$ cat config.mk
export PLATFORM = sky130hd
export DESIGN_NAME = pong_match_ctrl
export DESIGN_NICKNAME = d
export VERILOG_FILES = /design/src/rtl/pong_match_ctrl.sv
export SDC_FILE = /design/constraint.sdc
export NUM_CORES = 1
export LEC_CHECK = 0
export BUFFER_PORTS_ARGS = -buffer_cell sky130_fd_sc_hd__buf_2
export CORE_AREA = 2 2 63 65
export DETAILED_ROUTE_END_ITERATION = 6
export DIE_AREA = 0 0 65 67
export PLACE_DENSITY = 0.81
export SYNTH_ARGS = -nofsm -noshare
export SYNTH_HDL_FRONTEND = slang
export SYNTH_SLANG_ARGS = --single-unit
$ cat constraint.sdc
create_clock -name top_clk -period 2.9 [get_ports top_clk]
set_input_delay 0.29 -clock top_clk [delete_from_list [all_inputs] [get_ports top_clk]]
set_output_delay 0.29 -clock top_clk [all_outputs]
set_load 0.02 [all_outputs]
$ cat src/rtl/pong_match_ctrl.sv
// ---------------------------------------------------------------------------
// pong_match_ctrl
// Two-player match sequencer for pong. It tracks both scores, picks the serve
// direction, decides the winner, freezes or releases the graphics engine and
// pulses a ball re-centre. Its delays are counted in 60 Hz frame ticks.
//
// Optional feature macro: PONG_MATCH_DEUCE_EN
//   When defined, the win-by-two rule applies and a 'deuce' output is added.
//   When undefined, the first player to WIN_SCORE wins.
//
// Ports
//   top_clk     in   system clock
//   reset       in   asynchronous active-high reset
//   frame_tick  in   one-cycle pulse per frame
//   start_req   in   level, any player button held (edge-detected here)
//   pause_req   in   level, pause button held (edge-detected here)
//   hit_l/hit_r in   ball struck left/right paddle (pulse)
//   miss_l/r    in   ball passed left/right edge (pulse)
//   gra_still   out  1 = freeze ball/paddle animation
//   ball_reset  out  one-cycle pulse, re-centre ball
//   serve_dir   out  0 = serve toward left player, 1 = toward right
//   score_l/r   out  4-bit binary scores
//   winner      out  00 none, 01 left, 10 right
//   rally_cnt   out  paddle hits since last serve, saturating
//   state_out   out  current state encoding
//   deuce       out  (PONG_MATCH_DEUCE_EN only) tied scores at game point
// All outputs come straight from registers.
// ---------------------------------------------------------------------------
module pong_match_ctrl #(
   parameter int unsigned WIN_SCORE          = 7,
   parameter int unsigned SERVE_DELAY_FRAMES = 120,
   parameter int unsigned OVER_FRAMES        = 180,
   parameter int unsigned TMR_W              = 8
) (
   input  logic       top_clk,
   input  logic       reset,
   input  logic       frame_tick,
   input  logic       start_req,
   input  logic       pause_req,
   input  logic       hit_l,
   input  logic       hit_r,
   input  logic       miss_l,
   input  logic       miss_r,
   output logic       gra_still,
   output logic       ball_reset,
   output logic       serve_dir,
   output logic [3:0] score_l,
   output logic [3:0] score_r,
   output logic [1:0] winner,
   output logic [7:0] rally_cnt,
`ifdef PONG_MATCH_DEUCE_EN
   output logic       deuce,
`endif
   output logic [2:0] state_out
);

   typedef enum logic [2:0] {
      ST_IDLE  = 3'd0,
      ST_SERVE = 3'd1,
      ST_PLAY  = 3'd2,
      ST_PAUSE = 3'd3,
      ST_OVER  = 3'd4
   } state_t;

   localparam logic [3:0]       WIN_S    = 4'(WIN_SCORE);
   localparam logic [TMR_W-1:0] SERVE_LD = TMR_W'(SERVE_DELAY_FRAMES);
   localparam logic [TMR_W-1:0] OVER_LD  = TMR_W'(OVER_FRAMES);
   localparam logic [TMR_W-1:0] TMR_ONE  = TMR_W'(1);

   state_t           state_q, state_d;
   logic [TMR_W-1:0] timer_q, timer_d;
   logic [3:0]       score_l_q, score_l_d;
   logic [3:0]       score_r_q, score_r_d;
   logic [1:0]       winner_q, winner_d;
   logic [7:0]       rally_q, rally_d;
   logic             serve_dir_q, serve_dir_d;
   logic             ball_reset_q, ball_reset_d;
   logic             gra_still_q, gra_still_d;
   logic             start_prev_q, pause_prev_q;
   logic             start_edge, pause_edge, expired;
   logic [3:0]       new_l, new_r;
   logic             l_wins, r_wins;

   assign start_edge = start_req & ~start_prev_q;
   assign pause_edge = pause_req & ~pause_prev_q;
   assign expired    = (timer_q == '0) & frame_tick;
   assign new_l      = score_l_q + 4'd1;
   assign new_r      = score_r_q + 4'd1;

`ifdef PONG_MATCH_DEUCE_EN
   localparam logic [3:0] WIN_M1 = WIN_S - 4'd1;
   logic deuce_q, deuce_d;

   // Win-by-two, with a hard cap at 15 so the 4-bit score cannot wrap.
   assign l_wins = (new_l == 4'd15) ||
                   ((new_l >= WIN_S) && ({1'b0, new_l} >= ({1'b0, score_r_q} + 5'd2)));
   assign r_wins = (new_r == 4'd15) ||
                   ((new_r >= WIN_S) && ({1'b0, new_r} >= ({1'b0, score_l_q} + 5'd2)));
   assign deuce_d = (score_l_d >= WIN_M1) && (score_r_d >= WIN_M1) && (score_l_d == score_r_d);
   assign deuce   = deuce_q;
`else
   assign l_wins = (new_l == WIN_S);
   assign r_wins = (new_r == WIN_S);
`endif

   // Next-state and next-output logic for the match sequencer.
   always_comb begin
      state_d      = state_q;
      timer_d      = timer_q;
      score_l_d    = score_l_q;
      score_r_d    = score_r_q;
      winner_d     = winner_q;
      rally_d      = rally_q;
      serve_dir_d  = serve_dir_q;
      ball_reset_d = 1'b0;

      case (state_q)
         ST_IDLE: begin
            if (start_edge) begin
               score_l_d    = 4'd0;
               score_r_d    = 4'd0;
               winner_d     = 2'b00;
               rally_d      = 8'd0;
               serve_dir_d  = 1'b1;
               ball_reset_d = 1'b1;
               timer_d      = SERVE_LD;
               state_d      = ST_SERVE;
            end else begin
               state_d = ST_IDLE;
            end
         end
         ST_SERVE: begin
            if (expired) begin
               state_d = ST_PLAY;
            end else if (frame_tick) begin
               timer_d = timer_q - TMR_ONE;
            end else begin
               timer_d = timer_q;
            end
         end
         ST_PLAY: begin
            if (miss_l || miss_r) begin
               // A miss always beats a hit or a pause in the same cycle.
               if (miss_l && miss_r) begin
                  // Simultaneous misses replay the point unchanged.
                  score_l_d = score_l_q;
               end else if (miss_l) begin
                  score_r_d   = new_r;
                  serve_dir_d = 1'b0;
               end else begin
                  score_l_d   = new_l;
                  serve_dir_d = 1'b1;
               end
               if ((miss_r && !miss_l && l_wins) || (miss_l && !miss_r && r_wins)) begin
                  winner_d = (miss_r) ? 2'b01 : 2'b10;
                  timer_d  = OVER_LD;
                  state_d  = ST_OVER;
               end else begin
                  ball_reset_d = 1'b1;
                  rally_d      = 8'd0;
                  timer_d      = SERVE_LD;
                  state_d      = ST_SERVE;
               end
            end else begin
               if ((hit_l || hit_r) && (rally_q != 8'hFF)) begin
                  rally_d = rally_q + 8'd1;
               end else begin
                  rally_d = rally_q;
               end
               if (pause_edge) begin
                  state_d = ST_PAUSE;
               end else begin
                  state_d = ST_PLAY;
               end
            end
         end
         ST_PAUSE: begin
            if (pause_edge) begin
               state_d = ST_PLAY;
            end else begin
               state_d = ST_PAUSE;
            end
         end
         ST_OVER: begin
            if (expired) begin
               state_d = ST_IDLE;
            end else if (frame_tick) begin
               timer_d = timer_q - TMR_ONE;
            end else begin
               timer_d = timer_q;
            end
         end
         default: begin
            state_d = ST_IDLE;
         end
      endcase

      // Registered from next state so the freeze lines up with state_out.
      gra_still_d = (state_d != ST_PLAY);
   end

   // Match state, scores, timer and output registers.
   always_ff @(posedge top_clk or posedge reset) begin
      if (reset) begin
         state_q      <= ST_IDLE;
         timer_q      <= '0;
         score_l_q    <= 4'd0;
         score_r_q    <= 4'd0;
         winner_q     <= 2'b00;
         rally_q      <= 8'd0;
         serve_dir_q  <= 1'b1;
         ball_reset_q <= 1'b0;
         gra_still_q  <= 1'b1;
      end else begin
         state_q      <= state_d;
         timer_q      <= timer_d;
         score_l_q    <= score_l_d;
         score_r_q    <= score_r_d;
         winner_q     <= winner_d;
         rally_q      <= rally_d;
         serve_dir_q  <= serve_dir_d;
         ball_reset_q <= ball_reset_d;
         gra_still_q  <= gra_still_d;
      end
   end

   // Button history for edge detection; resets high so a held button is ignored.
   always_ff @(posedge top_clk or posedge reset) begin
      if (reset) begin
         start_prev_q <= 1'b1;
         pause_prev_q <= 1'b1;
      end else begin
         start_prev_q <= start_req;
         pause_prev_q <= pause_req;
      end
   end

`ifdef PONG_MATCH_DEUCE_EN
   // Deuce indicator register.
   always_ff @(posedge top_clk or posedge reset) begin
      if (reset) begin
         deuce_q <= 1'b0;
      end else begin
         deuce_q <= deuce_d;
      end
   end
`endif

   assign gra_still  = gra_still_q;
   assign ball_reset = ball_reset_q;
   assign serve_dir  = serve_dir_q;
   assign score_l    = score_l_q;
   assign score_r    = score_r_q;
   assign winner     = winner_q;
   assign rally_cnt  = rally_q;
   assign state_out  = state_q;

endmodule

After elaboration in Yosys (flattened, before gate mapping)
Index checks and enable logic that the tools add are counted.
{ "classes": {"add_sub_neg": 4, "eq_ne": 18, "n_mux": 42, "bitwise": 5, "reduce_logical": 22} }
{ "ops": {"columns": ["op", "count"], "rows": [
  ["$mux 8", 9],
  ["$mux 4", 7],
  ["$pmux 8 s3", 1],
  ["$pmux 4 s2", 2],
  ["$pmux 8 s2", 1],
  ["$pmux 3 s5", 1],
  ["$reduce_and 5->1", 3],
  ["$ne 2x2->1 const B", 7],
  ["$mux 3", 4],
  ["$reduce_and 4->1", 3],
  ["$mux 1", 10],
  ["$add 4x1->4 const B", 2],
  ["$add 8x1->8 const B", 1],
  ["$eq 4x3->1 const B", 2],
  ["$logic_not 8->1", 1],
  ["$mux 2", 4],
  ["$ne 8x8->1 const B", 1],
  ["$sub 8x1->8 const B", 1],
  ["$eq 3x2->1 const B", 2],
  ["$logic_and 1x1->1", 6],
  ["$ne 3x3->1 const B", 2],
  ["$pmux 1 s2", 2],
  ["$pmux 2 s2", 1],
  ["$and 1x1->1", 3],
  ["other kinds (11)", 15]
]} }
{ "word_totals": {"ff_bits": 34, "input_bits": 9, "wordCells": 102} }

Longest topological paths before layout
{ "logic_depth": {"word_depth": 8, "ltp_mapped": 8} }

Worst setup path before layout
Ideal clock, no wire load.
{ "synth_timing": {"kind": "reg2reg", "startpoint": "register state_q[2], in the netlist state_out[2]", "endpoint": "register rally_q[1], in the netlist rally_cnt[1]", "setup_time_ns": 0.121, "t_arrival_ns": 2.100, "required_time_ns": 2.779, "path_slack_ns": 0.679, "stages_incl_launch_ff": 7, "n_path_buf": 2, "path_cell_list": "dfrtp_1 clkbuf_1 or3b_2 clkbuf_1 a221oi_2 o21ai_0 a22o_1"} }
{ "synth_via": {"elab_chain_cells": 3, "word_cells_on_any_way": 8, "classes_between": "eq/ne: 4; mux: 1; reduce/logical: 3"} }
{ "synth_lines": {"columns": ["item", "line", "source"], "rows": [
  ["from (decl)", "70", "state_t state_q, state_d;"],
  ["from (signal assigned)", "215", "state_q <= state_d;"],
  ["$eq 3x2->1 / $logic_not 3->1 (equally long branches)", "117", "case (state_q)"],
  ["$ne 3x3->1 (no line) (tied with other cells)", null, null],
  ["$reduce_and 4->1 (no line)", null, null],
  ["to (signal assigned)", "220", "rally_q <= rally_d;"],
  ["to (decl)", "75", "logic [7:0] rally_q, rally_d;"]
]} }
Several ways; a longest one is shown, not always the timed one.
A chain may end at the register's enable or synchronous reset.

Worst setup path in the final report
{ "layout_timing": {"startpoint": "register timer_q[3]", "endpoint": "register state_q[2], in the netlist state_out[2]"} }
{ "layout_via": {"elab_chain_cells": 4, "word_cells_on_any_way": 5, "classes_between": "mux: 3; bitwise: 1; reduce/logical: 1"} }
{ "layout_lines": {"columns": ["item", "line", "source"], "rows": [
  ["from (decl)", "71", "logic [TMR_W-1:0] timer_q, timer_d;"],
  ["from (signal assigned)", "216", "timer_q <= timer_d;"],
  ["$logic_not 8->1 (*)", "86", "assign expired = (timer_q == '0) & frame_tick;"],
  ["$and 1x1->1 (*)", "86", null],
  ["$mux 3, on equally long branches", "185, 133", null],
  ["$pmux 3 s5 (*)", "117", null],
  ["via state_d[2]", "70", null]
]} }
Mark *: on every way through the listed nets, which the timed path passes. The rest lies on a longest branch.

==> results.md <==
- Worst skew pair latency: ~0.3 ns
- GR peak layer: met2
- Share of cells above drive strength 1: 24.6%
- Drt pass-1 iters: 4
- Post-CTS setup repair buffer count: 0
- Worst-path maximum fanout: 7
- Gr usage total: about 22%
- RSZ-0062 raised after global routing: false
- First-pass GRT wire length: just over 7000 um
- Clock slew at reported path FFs: around 0.070 ns
- GR Overflow Total: 0
- Ports: 33
- Reg2reg start: timer_q[3]
- Final #Nets: between 200 and 300
- Asr flop ratio synth: 100%
- Grt met2 use: 34.0%
- Detail Route Antenna Nets: 0
- Met3 Use GR: approximately 5.2%
- Cell variety after synth: 52
- Total negative slack: 0 ns
- Setup violators final: 0
- HP Class: input port to asynchronous set/reset pin
- Fill count: 318
- Worst-margin pin slew: around 0.74 ns
- Final HPWL DP: ~3000 um
- Starting Density: 53.5%
- Root Buffer: clkbuf_8
- CTS tree: done
- Worst-case clock skew: 0.0104 ns
- Routed vias: ~1.7k
- CTS Hold Buffers Added: 0
- Port Buffer Count: 32
- DIE WIDTH: about 65 um
- Final worst slack: around 0.56 ns
- Post-CTS resize count: 0
- Worst VDD drop: 312 uV
- Met1 usage: 28.0%
- Seq/Total Area, Yosys: 44.4%
- EDFF count, synth: 0
- Max_cap viols: 0
- DRC violations left: 0
- Post-synthesis cell area: between 1500 and 2000 um^2
- Syn_nets: 223
- Tmin final: approximately 2.3 ns
- Antenna violations before repair: 0
- N_diodes: 0
- Syn Inst Count: about 210
- Bufs on Longest Clock Path: 2
- Post-Route WL: roughly 4100 um
- Slew Limit Fails: 0
- Primary FF master, synth: dfrtp_1
- Core Box Area: 3610 um^2
- CP Capture Type: flop
- Kind of critical path: flop to flop
- Clock Sinks: 34
- Pre-CTS setup slack: roughly 0.59 ns
- Die Y: approximately 67 um
- Final hold vios: 0
- Layout Area Growth over Synthesis: 16.1%
- Fmax: 0.426 GHz
- FP Rows: 22
- Largest net degree at the start of global routing: 35
- Iter 0 DRT Violations: around 170
- Final Cell Area: 2240 um^2
- Number of CTS-inserted buffers: 5
- CP startpoint: timer_q[3]
- Worst path arrival time: roughly 2.5 ns
- Avg Inst Size Synth: approximately 9.3 um^2
- GPL Wtd Cong: 0.919
- Synth warn: 0
- H-tree depth: 2
- Status: finished clean
- Tcrit/Tclk final: approximately four fifths
- Via density: 5.90
- Yosys reg bits: 34
- Routed length per instance: roughly 14 um
- PwrDens: about 600 nW/um^2
- Placed cell area: between 2000 and 2500 um^2
- Die area: around 4400 um^2
- Type of origin of the critical path: flop
- Critical Path RT: about 3.1 ns
- Vias in the first global route: ~1.6k
- Reg2reg setup slack: 0.56 ns
- Leak: around 1.1 nW
- Slew headroom: between 50 and 60%
-- report_power, final --
part / total [mW] / leakage [nW] / switching, mW / internal, mW
Sequential: 0.642 / 0.435 / 0.0824 / 0.559
Combinational: 0.352 / 0.586 / 0.204 / 0.148
Clock: 0.363 / 0.0455 / 0.169 / 0.194
-- cell usage in the layout (no fill, tap or decap), types with 3 or more instances in the layout --
cell,count
a211oi_1,3
or2_2,3
mux2i_1,3
buf_2,32
a31oi_1,5
dfrtp_1,30
o21ai_0,18
nor3_1,5
nor2_1,19
dfstp_2,4
ha_1,7
clkbuf_8,6
a21oi_1,9
inv_1,11
a31o_2,4
xor2_1,5
nand3_1,12
nand2_1,19
buf_4,4
-- synth_stat cells, drive strengths merged, types with 2 or more instances --
cell	n	area (um^2)
a31oi	5	31.3
inv	11	41.3
nor3	6	41.3
nor3b	2	15.0
nand4	2	12.5
xnor2	2	17.5
a22o	2	17.5
a31o	4	35.0
or4	2	15.0
nor4	2	18.8
a21o	2	15.0
dfstp	4	105
or2	4	27.5
nand3	12	60.1
buf	3	13.8
o31ai	2	15.0
nor2b	2	12.5
o21ai	18	90.1
a21oi	9	45.0
a211oi	4	42.5
a22oi	2	15.0
dfrtp	30	751
o211ai	2	20.0
nand2b	2	12.5
clkbuf	4	15.0
mux2i	3	30.0
xor2	5	43.8
nand2	19	71.3
nor2	19	71.3
ha	7	87.6
-- flip-flops by register name (all words and copies together), names as in the netlist --
signal / flops
score_l: 4
start_prev_q: 1
ball_reset: 1
pause_prev_q: 1
score_r: 4
rally_cnt: 8
serve_dir: 1
gra_still: 1
winner: 2
timer_q: 8
state_out: 3
-- cell families after synthesis --
| logic type | synth area share, % |
|---|---|
| AND/OR/NAND/NOR | 21.9 |
| AO/OA/AOI/OAI | 20.4 |
| flip-flops | 44.4 |
| buffers and inverters | 3.63 |
| adder cells (fa/ha/maj) | 5.06 |
| XOR/XNOR | 3.18 |
| multiplexers | 1.56 |
-- path summary, 6_finish.rpt --
check	to	cells after the start
max reg2reg	state_out[2]	5
max	state_out[2]	5
max in group asynchronous	serve_dir	3
min	timer_q[0]	3
min reg2reg	winner[0]	2
min in group top_clk	pause_prev_q	1
-- layer usage --
metal	wire (um)	vias to the layer above
met3	245	10
met1	1860	831
met2	1930	54
li1	-	827
met5	0	-
met4	104	0
-- stage by stage --
stage / utilization [%] / instances / hold WS, ns / power, mW
final: 62.1 / 292 / 0.0687 / 1.36
after global routing: 62.1 / 292 / 0.0943 / 1.45
after CTS: 62.1 / 292 / 0.0967 / 1.36
after detailed placement: 59.6 / 284 / 0.404 / 1.00
after global placement: 59.6 / 284 / 0.402 / 0.986
after floorplan: - / 207 / 0.294 / 0.895
-- critical path: stages, from the launching register on --
cell and delay (ns):
dfrtp_1 0.43, or4_1 0.55, or4b_1 0.64, or2_4 0.30, and2_1 0.15, o21a_1 0.15
-- final cells by class --
| class | count | area [um^2] | share of cell area [%] |
|---|---|---|---|
| clock buffer | 8 | 90.1 | 4.02 |
| inverter | 11 | 41.3 | 1.84 |
| multi-input combinational | 155 | 1000 | 44.8 |
| sequential | 34 | 856 | 38.2 |
| tap | 48 | 60.1 | 2.68 |
| timing repair buffer | 36 | 190 | 8.49 |
(Power assumes the default switching activity.)
